File: config.mk
export PLATFORM = sky130hd
export DESIGN_NAME = ifetch_ctrl
export DESIGN_NICKNAME = d
export VERILOG_FILES = /design/src/rtl/y86_pkg.sv /design/src/rtl/ilen_decode.sv /design/src/rtl/ifetch_ctrl.sv
export SDC_FILE = /design/constraint.sdc
export NUM_CORES = 1
export LEC_CHECK = 0
export CAP_MARGIN = 20
export CORE_MARGIN = 2
export CORE_UTILIZATION = 54
export DETAILED_ROUTE_END_ITERATION = 8
export PLACE_DENSITY = 0.85
export RECOVER_POWER = 100
export SYNTH_ARGS = -nofsm -noshare
export SYNTH_HDL_FRONTEND = slang
export SYNTH_SLANG_ARGS = --single-unit
File: constraint.sdc
create_clock -name clk -period 6.3 [get_ports clk]
set_clock_uncertainty 0.1 [all_clocks]
set_input_delay 1.26 -clock clk [delete_from_list [all_inputs] [get_ports clk]]
set_output_delay 1.26 -clock clk [all_outputs]
set_load 0.02 [all_outputs]
File: src/rtl/y86_pkg.sv
// Shared Y86 instruction-fetch definitions: icode values, instruction size limit,
// fetch FSM states and the byte-address range helper.
package y86_pkg;

    localparam logic [3:0] I_HALT   = 4'h0;
    localparam logic [3:0] I_NOP    = 4'h1;
    localparam logic [3:0] I_RRMOVQ = 4'h2;
    localparam logic [3:0] I_IRMOVQ = 4'h3;
    localparam logic [3:0] I_RMMOVQ = 4'h4;
    localparam logic [3:0] I_MRMOVQ = 4'h5;
    localparam logic [3:0] I_OPQ    = 4'h6;
    localparam logic [3:0] I_JXX    = 4'h7;
    localparam logic [3:0] I_CALL   = 4'h8;
    localparam logic [3:0] I_RET    = 4'h9;
    localparam logic [3:0] I_PUSHQ  = 4'hA;
    localparam logic [3:0] I_POPQ   = 4'hB;

    localparam int MAX_INSTR_BYTES = 10;

    typedef enum logic [1:0] {
        S_IDLE = 2'd0,
        S_REQ  = 2'd1,
        S_DONE = 2'd2,
        S_ERR  = 2'd3
    } state_t;

    // 65-bit sum so that base+off wrapping past 2^64-1 is treated as out of range.
    function automatic logic addr_in_range(input logic [63:0] base,
                                           input logic [3:0]  off,
                                           input logic [63:0] last);
        logic [64:0] sum;
        sum = {1'b0, base} + {61'd0, off};
        return sum <= {1'b0, last};
    endfunction

endpackage

File: src/rtl/ilen_decode.sv
// Combinational map from a Y86 icode (high nibble of byte 0) to the instruction
// length in bytes.
module ilen_decode
    import y86_pkg::*;
(
    input  logic [3:0] icode,
    output logic [3:0] len
);

    always_comb begin
        len = 4'd1;
        case (icode)
            I_RRMOVQ, I_OPQ, I_PUSHQ, I_POPQ: len = 4'd2;
            I_JXX, I_CALL:                     len = 4'd9;
            I_IRMOVQ, I_RMMOVQ, I_MRMOVQ:      len = 4'd10;
            default:                           len = 4'd1;
        endcase
    end

endmodule

File: src/rtl/ifetch_ctrl.sv
// Byte-serial instruction fetch controller: reads bytes from pc until the decoded
// length is reached. Define IFETCH_TIMEOUT_EN to abort a fetch whose ack never arrives.
module ifetch_ctrl
    import y86_pkg::*;
#(
    parameter int IMEM_SIZE = 1024,
    parameter int TIMEOUT   = 16
) (
    input  logic        clk,
    input  logic        rst_n,
    input  logic        start,
    input  logic [63:0] pc,
    output logic        mem_req,
    output logic [63:0] mem_addr,
    input  logic        mem_ack,
    input  logic [7:0]  mem_rdata,
    input  logic        mem_err,
    output logic [0:79] instr,
    output logic [3:0]  instr_len,
    output logic        instr_valid,
    input  logic        instr_ready,
    output logic        imem_error,
    output logic        busy
);

    localparam logic [63:0] LAST_ADDR = 64'(IMEM_SIZE - 1);

    state_t      state;
    logic [63:0] pc_q;
    logic [3:0]  cnt;
    logic [3:0]  len_q;
    logic [3:0]  dec_len;
    logic [3:0]  cnt_inc;
    logic [3:0]  len_eff;
    logic [63:0] addr_inc;
    logic        timed_out;
    logic [0:8*MAX_INSTR_BYTES-1] instr_wr;

    ilen_decode u_ilen_decode (
        .icode (mem_rdata[7:4]),
        .len   (dec_len)
    );

    assign cnt_inc  = cnt + 4'd1;
    // Byte 0 is still on the bus when it is acked, so decode it directly there.
    assign len_eff  = (cnt == 4'd0) ? dec_len : len_q;
    assign addr_inc = pc_q + {60'd0, cnt_inc};

    genvar gi;
    generate
        for (gi = 0; gi < MAX_INSTR_BYTES; gi++) begin : g_byte
            assign instr_wr[8*gi +: 8] = (cnt == 4'(gi)) ? mem_rdata : instr[8*gi +: 8];
        end
    endgenerate

`ifdef IFETCH_TIMEOUT_EN
    localparam int WAIT_W = $clog2(TIMEOUT + 1);
    logic [WAIT_W-1:0] wait_cnt;

    always_ff @(posedge clk) begin
        if (!rst_n || state != S_REQ || mem_ack) begin
            wait_cnt <= '0;
        end else begin
            wait_cnt <= wait_cnt + WAIT_W'(1);
        end
    end

    assign timed_out = !mem_ack && (wait_cnt == WAIT_W'(TIMEOUT - 1));
`else
    localparam int unused_timeout = TIMEOUT;
    assign timed_out = 1'b0;
`endif

    always_ff @(posedge clk) begin
        if (!rst_n) begin
            state       <= S_IDLE;
            pc_q        <= '0;
            cnt         <= '0;
            len_q       <= '0;
            instr       <= '0;
            instr_len   <= '0;
            mem_req     <= 1'b0;
            mem_addr    <= '0;
            instr_valid <= 1'b0;
            imem_error  <= 1'b0;
            busy        <= 1'b0;
        end else begin
            case (state)
                S_IDLE: begin
                    if (start) begin
                        pc_q      <= pc;
                        cnt       <= '0;
                        len_q     <= '0;
                        instr     <= '0;
                        instr_len <= '0;
                        busy      <= 1'b1;
                        if (addr_in_range(pc, 4'd0, LAST_ADDR)) begin
                            state    <= S_REQ;
                            mem_req  <= 1'b1;
                            mem_addr <= pc;
                        end else begin
                            state       <= S_ERR;
                            instr_valid <= 1'b1;
                            imem_error  <= 1'b1;
                        end
                    end
                end

                S_REQ: begin
                    if (mem_ack) begin
                        if (mem_err) begin
                            state       <= S_ERR;
                            mem_req     <= 1'b0;
                            instr_len   <= cnt;
                            instr_valid <= 1'b1;
                            imem_error  <= 1'b1;
                        end else begin
                            instr <= instr_wr;
                            cnt   <= cnt_inc;
                            if (cnt == 4'd0) begin
                                len_q <= dec_len;
                            end
                            if (cnt_inc == len_eff) begin
                                state       <= S_DONE;
                                mem_req     <= 1'b0;
                                instr_len   <= len_eff;
                                instr_valid <= 1'b1;
                            end else if (!addr_in_range(pc_q, cnt_inc, LAST_ADDR)) begin
                                // Next byte would fall outside memory: never put it on the bus.
                                state       <= S_ERR;
                                mem_req     <= 1'b0;
                                instr_len   <= cnt_inc;
                                instr_valid <= 1'b1;
                                imem_error  <= 1'b1;
                            end else begin
                                mem_addr <= addr_inc;
                            end
                        end
                    end else if (timed_out) begin
                        state       <= S_ERR;
                        mem_req     <= 1'b0;
                        instr_len   <= cnt;
                        instr_valid <= 1'b1;
                        imem_error  <= 1'b1;
                    end
                end

                S_DONE, S_ERR: begin
                    if (instr_ready) begin
                        state       <= S_IDLE;
                        instr_valid <= 1'b0;
                        imem_error  <= 1'b0;
                        busy        <= 1'b0;
                    end
                end

                default: begin
                    state       <= S_IDLE;
                    mem_req     <= 1'b0;
                    instr_valid <= 1'b0;
                    imem_error  <= 1'b0;
                    busy        <= 1'b0;
                end
            endcase
        end
    end

endmodule

==> flow_summary_export.csv, run 1 <==
group,metric,value,unit
drt,post_drt_wl_per_cell,18.3,um
status,violations,"capacitance limit, slew limit",
worst_hold_path,hold_path.class,"reg2reg",
worst_setup_path,r2r_slack,1.09,ns
timing,final_max_slew_viol_count,65,
cts,hold_buffers,0,
logic_synthesis,synth_top_family_by_area,"simple AND/OR/NAND/NOR gates",
worst_setup_path,critPathLaunchType,"flip-flop",
worst_setup_path,criticalPathCategory,"reg2reg",
logic_synthesis,ys.flop_type,"dfxtp_1",
layout,syn_to_final_growth,30.4,%
timing,grt_setup_unrepaired,"no",
timing,hold_viol,0,
worst_setup_path,required,6.61,ns
placed_design,pre_cts_ws,1.41,ns
cts,cts_tree,"done",
layout,antennaDiodeCount,0,
grt,grt_max_degree,117,
logic_synthesis,synth-seq-cells,226,
die,num_rows,50,
timing,setup_viol,0,
cts,htreeDepth,1,
worst_hold_path,hold_end,"instr[1]",
layout,instances_no_fill,1619,
logic_synthesis,syn_avg_cell_area,8.49,um2
timing,slew_headroom,-41.0,%
layout,nNetsFinal,1457,
drt,antenna_left,0,
worst_setup_path,worstReg2RegStart,"cnt[0]",
worst_setup_path,slowest_delay,0.66,ns
die,initial_utilization,54.5,%
die,die_area,19800,um2
power,power.total,0.00370,W
power,leakagePower,5.41,nW
placed_design,place_inst,1577,
cts,cts_setup_buffers,0,
power,max-vdd-ir-drop,0.216,mV
grt,grt_pass1_vias,8898,
logic_synthesis,synth-simple-area-share,27.3,%
worst_setup_path,critPathSlowestCell,"or4_2",
worst_hold_path,hp-start,"instr[1]",
worst_setup_path,cp-end-kind,"flip-flop",
cts,cts_sinks,226,
cts,cts_buffers,23,
die,ioPinCount,230,
timing,max_freq,192,MHz
drt,vias,9440,
logic_synthesis,yosys-top-cells-area,"dfxtp_1 45%, mux2i_1 8.0%, nand2_1 6.7%",
worst_setup_path,path_cells,"inv_1 -> ha_1 -> inv_1 -> fa_1 -> nand2b_1 -> a2111o_1 -> nor3_1 -> and4_1 -> o21ai_0 -> or4_2 -> nor3_1 -> and3_1 -> o311ai_0 -> o41ai_1",
logic_synthesis,synth_fa_ha_area_share,1.19,%
grt,grt_first_pass_wirelength,47300,um
logic_synthesis,synth_seq_area_share,44.8,%
placed_design,io_buffers,229,
logic_synthesis,yosys_warnings,0,
logic_synthesis,syn-num-nets,1276,
worst_hold_path,min_path_cells,2,
timing,period_needed,5.21,ns
logic_synthesis,synthCells,1189,
logic_synthesis,yosysTopAreaCell,"dfxtp_1",
drt,drcViolationCount,0,
timing,fin_crit_sh,82.7,%
drt,vias_per_cell,5.83,
logic_synthesis,synth_compound_area_share,11.6,%
worst_setup_path,worstRegToRegCells,14,
logic_synthesis,post-synth-top-area-fraction,44.8,%
drt,routed_wirelength,29600,um
layout,fin_util,71.1,%
layout,drive_gt1_share,4.77,%
logic_synthesis,synth-xor-area-share,2.78,%
grt,antenna_found_initial,0,
worst_setup_path,crit_fanout,14,
worst_setup_path,worst_ep_arrival_time,5.52,ns
worst_setup_path,r2r-end,"mem_req",
cts,cts_resized,0,
timing,timing.final.ws_setup,1.09,ns
grt,grtUsageTotal,29.0,%
placed_design,place.gp.congestion,0.993,
timing,setup-tns-final,0,ns
die,dieWidth,141,um
cts,clk-insertion-delay-late,0.51,ns
worst_setup_path,crit_buf_inv,2,
logic_synthesis,yosys.cell_types.count,70,
cts,clockBufferDepth,3,
die,die_h,141,um
grt,overflow,0,
worst_setup_path,path_delay_family,"simple AND/OR/NAND/NOR gates",
cts,ctsRootBufferMaster,"clkbuf_16",
logic_synthesis,ys_async_sr_fraction,0,%
drt,firstDrtPassIters,5,
logic_synthesis,synth_edf_count,0,
power,power_density,281,nW/um2
layout,fillers,1428,
cts,clk_pin_slew,0.06,ns
logic_synthesis,synthMuxAreaShare,8.14,%
die,core-area,18500,um2
status,status,"finished with violations",
job,drv_cap,1,
placed_design,dpl.hpwl,21100,um
drt,drt_iter0_markers,616,
logic_synthesis,synth_area,10100,um2
timing,tightest_slew,2.12,ns
==> registers in the layout, indices dropped and copies added (netlist names) <==
register	count
busy	1
imem_error	1
len_q	4
instr	80
mem_addr	64
instr_valid	1
state	2
cnt	4
pc_q	64
mem_req	1
instr_len	4
==> worst max path at each step <==
stage | from | cells past startpoint | endpoint | slack [ns]
global route | cnt[0] | 14 | mem_addr[4] | 0.70
finish | cnt[0] | 14 | mem_req | 1.09
CTS | cnt[0] | 14 | mem_addr[39] | 1.40
global placement | cnt[0] | 14 | mem_addr[39] | 1.56
detailed placement | cnt[0] | 14 | mem_addr[39] | 1.41
floorplan | cnt[0] | 17 | mem_addr[10] | 1.95
==> routing by layer <==
metal | part of all wire, % | global-route usage (%) | vias to the layer above
li1 | - | - | 4573
met1 | 42 | 38.4 | 4444
met2 | 46 | 47.1 | 373
met3 | 9.9 | 8.32 | 50
met4 | 2.0 | 7.00 | 0
met5 | 0 | 0 | -
==> synth_stat cells (5+ instances only) <==
master     instances
inv_1             14
nor2_1           118
o21ai_1           12
o2111ai_1          8
buf_2              9
and3_1            65
nand4_1           30
buf_1              9
buf_6              6
or4_1              9
or3_1              5
xor2_1             9
dfxtp_1          226
o21ai_0           13
nand3_1           26
a21oi_1          109
nand2_1          181
nor2b_1            7
xnor2_1           23
and4_1            14
or2_2              7
nor3_1            22
and2_1            15
ha_1               8
clkbuf_1          55
mux2i_1           81
o31ai_1            5
o211ai_1           5
nor4_1            28
a211oi_1           7
==> cell usage in the layout (no fill, tap or decap), types with 7 or more instances in the layout <==
cell,instances
a211oi_1,7
a21oi_1,110
and2_1,14
and3_1,65
and4_1,14
clkbuf_16,23
clkbuf_8,8
clkdlybuf4s50_1,76
dfxtp_1,226
dlygate4sd3_1,153
ha_1,8
inv_1,13
mux2i_1,81
nand2_1,180
nand3_1,26
nand4_1,30
nor2_1,118
nor2b_1,7
nor3_1,23
nor4_1,28
o2111ai_1,8
o21ai_0,14
o21ai_1,11
or2_2,7
or4_1,9
xnor2_1,23
xor2_1,9
==> power by group <==
group	switching, W	internal [W]	total (W)
registers	0.0000988	0.00151	0.00161
logic	0.000424	0.000284	0.000707
clock network	0.000544	0.000845	0.00139
total	0.00107	0.00264	0.00370
==> tightest hold or removal path: cells and delay by family (launching register included) <==
family	cells	cell delay [ns]
AOI/OAI and AO/OA	1	0.05
and+or+nand+nor	1	0.05
DFF	1	0.30
==> final cells by class <==
type | instances | area (um2) | area share [%]
timing repair buffer | 237 | 2380 | 18.1
inverter | 14 | 55.1 | 0.418
clock inverter | 5 | 78.8 | 0.599
sequential | 226 | 4520 | 34.4
tap | 234 | 293 | 2.22
clock buffer | 35 | 701 | 5.32
multi-input combinational | 868 | 5140 | 39.0
==> stage by stage <==
step                      instance area, um2  hold slack [ns]
after global routing                   13200            0.386
after detailed placement               12400            0.348
after floorplan                        10100            0.341
final                                  13200            0.348
after CTS                              13100            0.354
after global placement                 12400            0.341
==> kinds of logic (layout without fill, tap and decap cells) <==
family	Yosys count	count (layout)
xor+xnor	32	32
compound gates	195	195
buf+inv	95	291
mux	82	82
fa+ha+maj	9	9
simple gates	550	550
flops	226	226
No activity file was read; power rests on OpenSTA's default activity.
==> inputs of run 2 (changes only) <==
CORE_UTILIZATION = 51   (was 54)
PLACE_DENSITY = 0.81   (was 0.85)
clock period = 4.9 ns   (was 6.3 ns; I/O delays follow)
==> flow_summary_export.csv, run 2 (synthesis results as in run 1) <==
group,metric,value,unit
die,core-area,19500,um2
worst_setup_path,critPathLaunch,"cnt[1]",
layout,syn_to_final_growth,31.6,%
cts,htreeDepth,1,
worst_hold_path,hold_end,"instr[4]",
worst_setup_path,worst_ep_arrival_time,4.91,ns
cts,ctsRootBufferMaster,"clkbuf_16",
power,leakagePower,5.43,nW
cts,clk_pin_slew,0.07,ns
grt,grt_max_degree,126,
drt,routed_wirelength,29700,um
drt,drcViolationCount,0,
layout,layout_commonest_cell,"dfxtp_1",
worst_setup_path,critPathSlowestCell,"a2111o_2",
layout,layout_common_cells,"225 x dfxtp_1, 180 x nand2_1, 153 x dlygate4sd3_1",
timing,final_max_slew_viol_count,65,
worst_hold_path,min_path_cells,2,
placed_design,pre_cts_ws,0.0453,ns
worst_setup_path,crit_fanout,54,
cts,hold_buffers,0,
power,power_density,369,nW/um2
cts,clk-insertion-delay-late,0.51,ns
timing,setup_viol,0,
grt,overflow,0,
layout,largest_register_ffs,80,
timing,max_freq,216,MHz
die,num_rows,51,
power,power.total,0.00490,W
layout,drive_gt1_share,5.34,%
status,status,"finished with violations",
worst_setup_path,required,5.19,ns
worst_setup_path,path_cells,"inv_1 -> ha_1 -> inv_1 -> fa_1 -> nand2b_1 -> a2111o_2 -> a2111o_1 -> mux2i_1 -> o2111ai_1 -> or4_1 -> nor4_4 -> a21o_4 -> nand2_8 -> and3_1",
worst_setup_path,cp-end-kind,"flip-flop",
layout,antennaDiodeCount,0,
layout,multiInputGateArea,5180,um2
drt,antenna_left,0,
worst_setup_path,r2r-end,"mem_addr[44]",
worst_setup_path,worstReg2RegStart,"cnt[1]",
drt,firstDrtPassIters,5,
layout,nNetsFinal,1460,
power,max-vdd-ir-drop,0.296,mV
cts,cts_buffers,23,
placed_design,dpl.hpwl,21100,um
drt,post_drt_wl_per_cell,18.0,um
layout,top_regs,"instr (80), mem_addr (64), pc_q (64)",
status,violations,"capacitance limit, slew limit",
cts,cts_tree,"done",
worst_setup_path,path_common_cell,"inv_1",
placed_design,place.gp.congestion,0.934,
timing,hold_slack,0.357,ns
placed_design,io_buffers,229,
grt,grt_first_pass_wirelength,46800,um
layout,top_register,"instr",
layout,instances_no_fill,1652,
worst_setup_path,critPathLaunchType,"flip-flop",
grt,antenna_found_initial,1,
cts,cts_sinks,226,
die,die_area,20900,um2
worst_setup_path,r2r_slack,0.27,ns
timing,fin_crit_sh,94.4,%
placed_design,place_inst,1613,
layout,fillers,1574,
die,die_h,145,um
drt,drt_iter0_markers,775,
timing,slew_headroom,-35.5,%
die,dieWidth,145,um
worst_hold_path,hp-start,"instr[4]",
grt,grtUsageTotal,27.9,%
worst_hold_path,hold_path.class,"reg2reg",
die,initial_utilization,51.9,%
job,drv_cap,1,
timing,hold_viol,0,
timing,setup-tns-final,0,ns
cts,clockBufferDepth,3,
layout,seq_area,4530,um2
drt,vias_per_cell,5.71,
timing,tightest_slew,2.03,ns
worst_setup_path,slowest_delay,0.56,ns
timing,timing.final.ws_setup,0.274,ns
worst_setup_path,criticalPathCategory,"reg2reg",
die,ioPinCount,230,
timing,grt_setup_unrepaired,"no",
timing,period_needed,4.63,ns
worst_setup_path,worstRegToRegCells,14,
drt,vias,9438,
grt,grt_pass1_vias,8807,
run 2: changes by cell type in the layout (fill, tap and decap cells not counted), sizes merged:
cell | previous run | this run
clkbuf | 37 | 28
buf | 6 | 10
bufinv | 2 | 6
clkinv | 2 | 5
clkinvlp | 0 | 1
inv | 15 | 14
run 2: through the flow:
stage / utilization (%) / instance area [um2]
2_1_floorplan: - / 10100
3_3_place_gp: 64.0 / 12500
3_5_place_dp: 64.0 / 12500
4_1_cts: 68.2 / 13300
5_1_grt: 68.3 / 13300
6_report: 68.3 / 13300
run 2: worst max-delay path, delay by kind of cell, from the launching register on:
kind / cells / cell delay (ns)
muxes: 1 / 0.18
AOI/OAI and AO/OA: 4 / 1.34
and+or+nand+nor: 5 / 1.41
DFF: 1 / 0.44
buffers and inverters: 2 / 0.20
adders and majority gates: 2 / 0.80
run 2: routing by layer:
metal	track usage, %	up-vias	routed length [um]
li1	-	4573	-
met1	36.8	4464	12700
met2	44.8	351	13600
met3	8.92	48	2860
met4	6.29	2	570
met5	0	-	14
run 2: layout make-up:
| type | instances | share of cell area (%) |
|---|---|---|
| tap | 265 | 2.50 |
| multi-input combinational | 868 | 39.0 |
| clock buffer | 27 | 4.45 |
| inverter | 14 | 0.396 |
| clock inverter | 12 | 1.66 |
| timing repair buffer | 240 | 17.9 |
| sequential | 226 | 34.1 |
run 2: how the worst max path moves through the flow:
stage	to	depth (start not counted)
6_report	mem_addr[44]	14
5_1_grt	mem_addr[52]	14
4_1_cts	mem_addr[31]	13
3_5_place_dp	mem_addr[28]	13
3_3_place_gp	mem_addr[34]	13
2_1_floorplan	mem_addr[10]	17
run 2: where the power goes:
group	switching (W)	total, W	internal, W
Combinational	0.000560	0.000930	0.000371
Clock	0.000721	0.00190	0.00118
Sequential	0.000126	0.00207	0.00194
Total	0.00141	0.00490	0.00349
run 2: what timing repair did:
action | in CTS | in global routing
setup buffers | 0 | 0
setup endpoints to repair | 0 | 72
gates resized for setup | 0 | 6
==> inputs of run 3 (changes only) <==
REMOVE_ABC_BUFFERS = 1   (was default)
==> flow_summary_export.csv, run 3 (synthesis results as in run 1) <==
group,metric,value,unit
status,status,"finished with violations",
status,violations,"capacitance limit, slew limit",
layout,drive_gt1_share,5.44,%
placed_design,io_buffers,229,
timing,grt_setup_unrepaired,"no",
cts,cts_setup_buffers,0,
timing,setup-tns-final,0,ns
cts,htreeDepth,1,
grt,grt_max_degree,97,
worst_setup_path,criticalPathCategory,"reg2reg",
die,die_area,20900,um2
timing,fin_crit_sh,93.8,%
die,initial_utilization,51.9,%
grt,antenna_found_initial,1,
worst_setup_path,crit_fanout,54,
cts,clockBufferDepth,3,
worst_setup_path,r2r_slack,0.30,ns
die,num_rows,51,
worst_setup_path,required,5.21,ns
layout,fillers,1567,
cts,cts_sinks,226,
layout,syn_to_final_growth,31.9,%
cts,hold_buffers,0,
die,dieWidth,145,um
power,leakagePower,5.45,nW
placed_design,place.gp.congestion,0.960,
drt,firstDrtPassIters,5,
cts,ctsRootBufferMaster,"clkbuf_16",
drt,drt_iter0_markers,572,
cts,cts_resized,0,
layout,layout_common_cells,"226 x dfxtp_1, 180 x nand2_1, 154 x dlygate4sd3_1",
timing,slew_headroom,-11.8,%
timing,final_max_slew_viol_count,42,
layout,largest_register_ffs,80,
drt,drcViolationCount,0,
cts,clk-insertion-delay-late,0.53,ns
worst_hold_path,min_path_cells,2,
drt,vias_per_cell,5.66,
worst_setup_path,worstRegToRegCells,14,
job,drv_cap,1,
timing,max_freq,218,MHz
worst_setup_path,critPathLaunchType,"flip-flop",
worst_hold_path,hold_end,"instr[3]",
layout,layout_commonest_cell,"dfxtp_1",
worst_setup_path,cp-end-kind,"flip-flop",
drt,routed_wirelength,29900,um
timing,setup_viol,0,
die,ioPinCount,230,
drt,antenna_left,0,
cts,clk_pin_slew,0.06,ns
timing,period_needed,4.60,ns
timing,hold_slack,0.352,ns
worst_hold_path,hp-start,"instr[3]",
worst_setup_path,r2r-end,"mem_addr[54]",
layout,multiInputGateArea,5180,um2
timing,tightest_slew,1.68,ns
layout,seq_area,4520,um2
worst_hold_path,hold_path.class,"reg2reg",
layout,top_register,"instr",
placed_design,dpl.hpwl,21400,um
grt,overflow,0,
layout,antennaDiodeCount,0,
grt,grt_first_pass_wirelength,46400,um
grt,grtUsageTotal,27.9,%
power,power_density,366,nW/um2
power,max-vdd-ir-drop,0.298,mV
layout,nNetsFinal,1465,
grt,grt_pass1_vias,8835,
worst_setup_path,worstReg2RegStart,"cnt[1]",
cts,cts_buffers,25,
cts,cts_tree,"done",
layout,top_regs,"instr (80), mem_addr (64), pc_q (64)",
die,die_h,145,um
drt,post_drt_wl_per_cell,18.0,um
drt,vias,9399,
timing,hold_viol,0,
worst_setup_path,worst_ep_arrival_time,4.90,ns
die,core-area,19500,um2
run 3: cell types whose count changed in the layout (fill, tap and decap cells not counted), sizes merged:
cell	before	now
clkbuf	28	41
buf	10	9
bufinv	6	2
inv	14	16
clkdlybuf4s50	76	75
clkinvlp	1	0
dlygate4sd3	153	154
run 3: per-layer routing:
| metal | vias up | track usage (%) | routed length, um |
|---|---|---|---|
| li1 | 4579 | - | - |
| met1 | 4412 | 33.8 | 12200 |
| met2 | 350 | 48.1 | 14400 |
| met3 | 58 | 8.36 | 2570 |
| met4 | 0 | 7.97 | 700 |
| met5 | - | 0 | 0 |
run 3: cell type report:
class                      count  share of cell area [%]
multi-input combinational    868                    38.9
sequential                   226                    34.0
timing repair buffer         243                    18.0
clock buffer                  36                    5.46
tap                          265                    2.49
clock inverter                 9                   0.799
inverter                      14                   0.413
run 3: how the worst max path moves through the flow:
| stage | to | start | slack (ns) | cells past startpoint |
|---|---|---|---|---|
| floorplan | instr_len[0] | cnt[0] | 0.51 | 14 |
| global placement | mem_addr[36] | cnt[1] | 0.26 | 13 |
| detailed placement | mem_addr[55] | cnt[1] | 0.09 | 13 |
| CTS | mem_addr[54] | cnt[1] | 0.06 | 13 |
| global route | mem_addr[4] | cnt[1] | 0.001 | 14 |
| finish | mem_addr[54] | cnt[1] | 0.30 | 14 |
run 3: power by group:
part	switching (W)	internal (W)	leakage [nW]
registers	0.000122	0.00194	1.83
clock network	0.000750	0.00114	0.414
logic	0.000554	0.000371	3.20
run 3: metrics by stage:
step / worst slack [ns] / power, W / cells / util [%] / cell area, um2
floorplan: 0.506 / 0.00264 / 1108 / - / 9730
global placement: 0.257 / 0.00302 / 1615 / 64.0 / 12500
detailed placement: 0.0850 / 0.00304 / 1616 / 64.1 / 12500
CTS: 0.0576 / 0.00492 / 1661 / 68.4 / 13300
global route: 0.00115 / 0.00507 / 1661 / 68.4 / 13300
finish: 0.304 / 0.00487 / 1661 / 68.4 / 13300
run 3: worst max-delay path, stage by stage, from the launching register on:
cell,delay (ns)
dfxtp_1,0.42
inv_1,0.11
ha_1,0.39
inv_1,0.08
fa_1,0.42
nand2b_1,0.20
a2111o_1,0.53
a2111o_1,0.33
mux2i_1,0.18
o2111ai_1,0.19
or4_1,0.47
nor4_4,0.26
a21o_4,0.29
nand2_8,0.20
and3_1,0.28
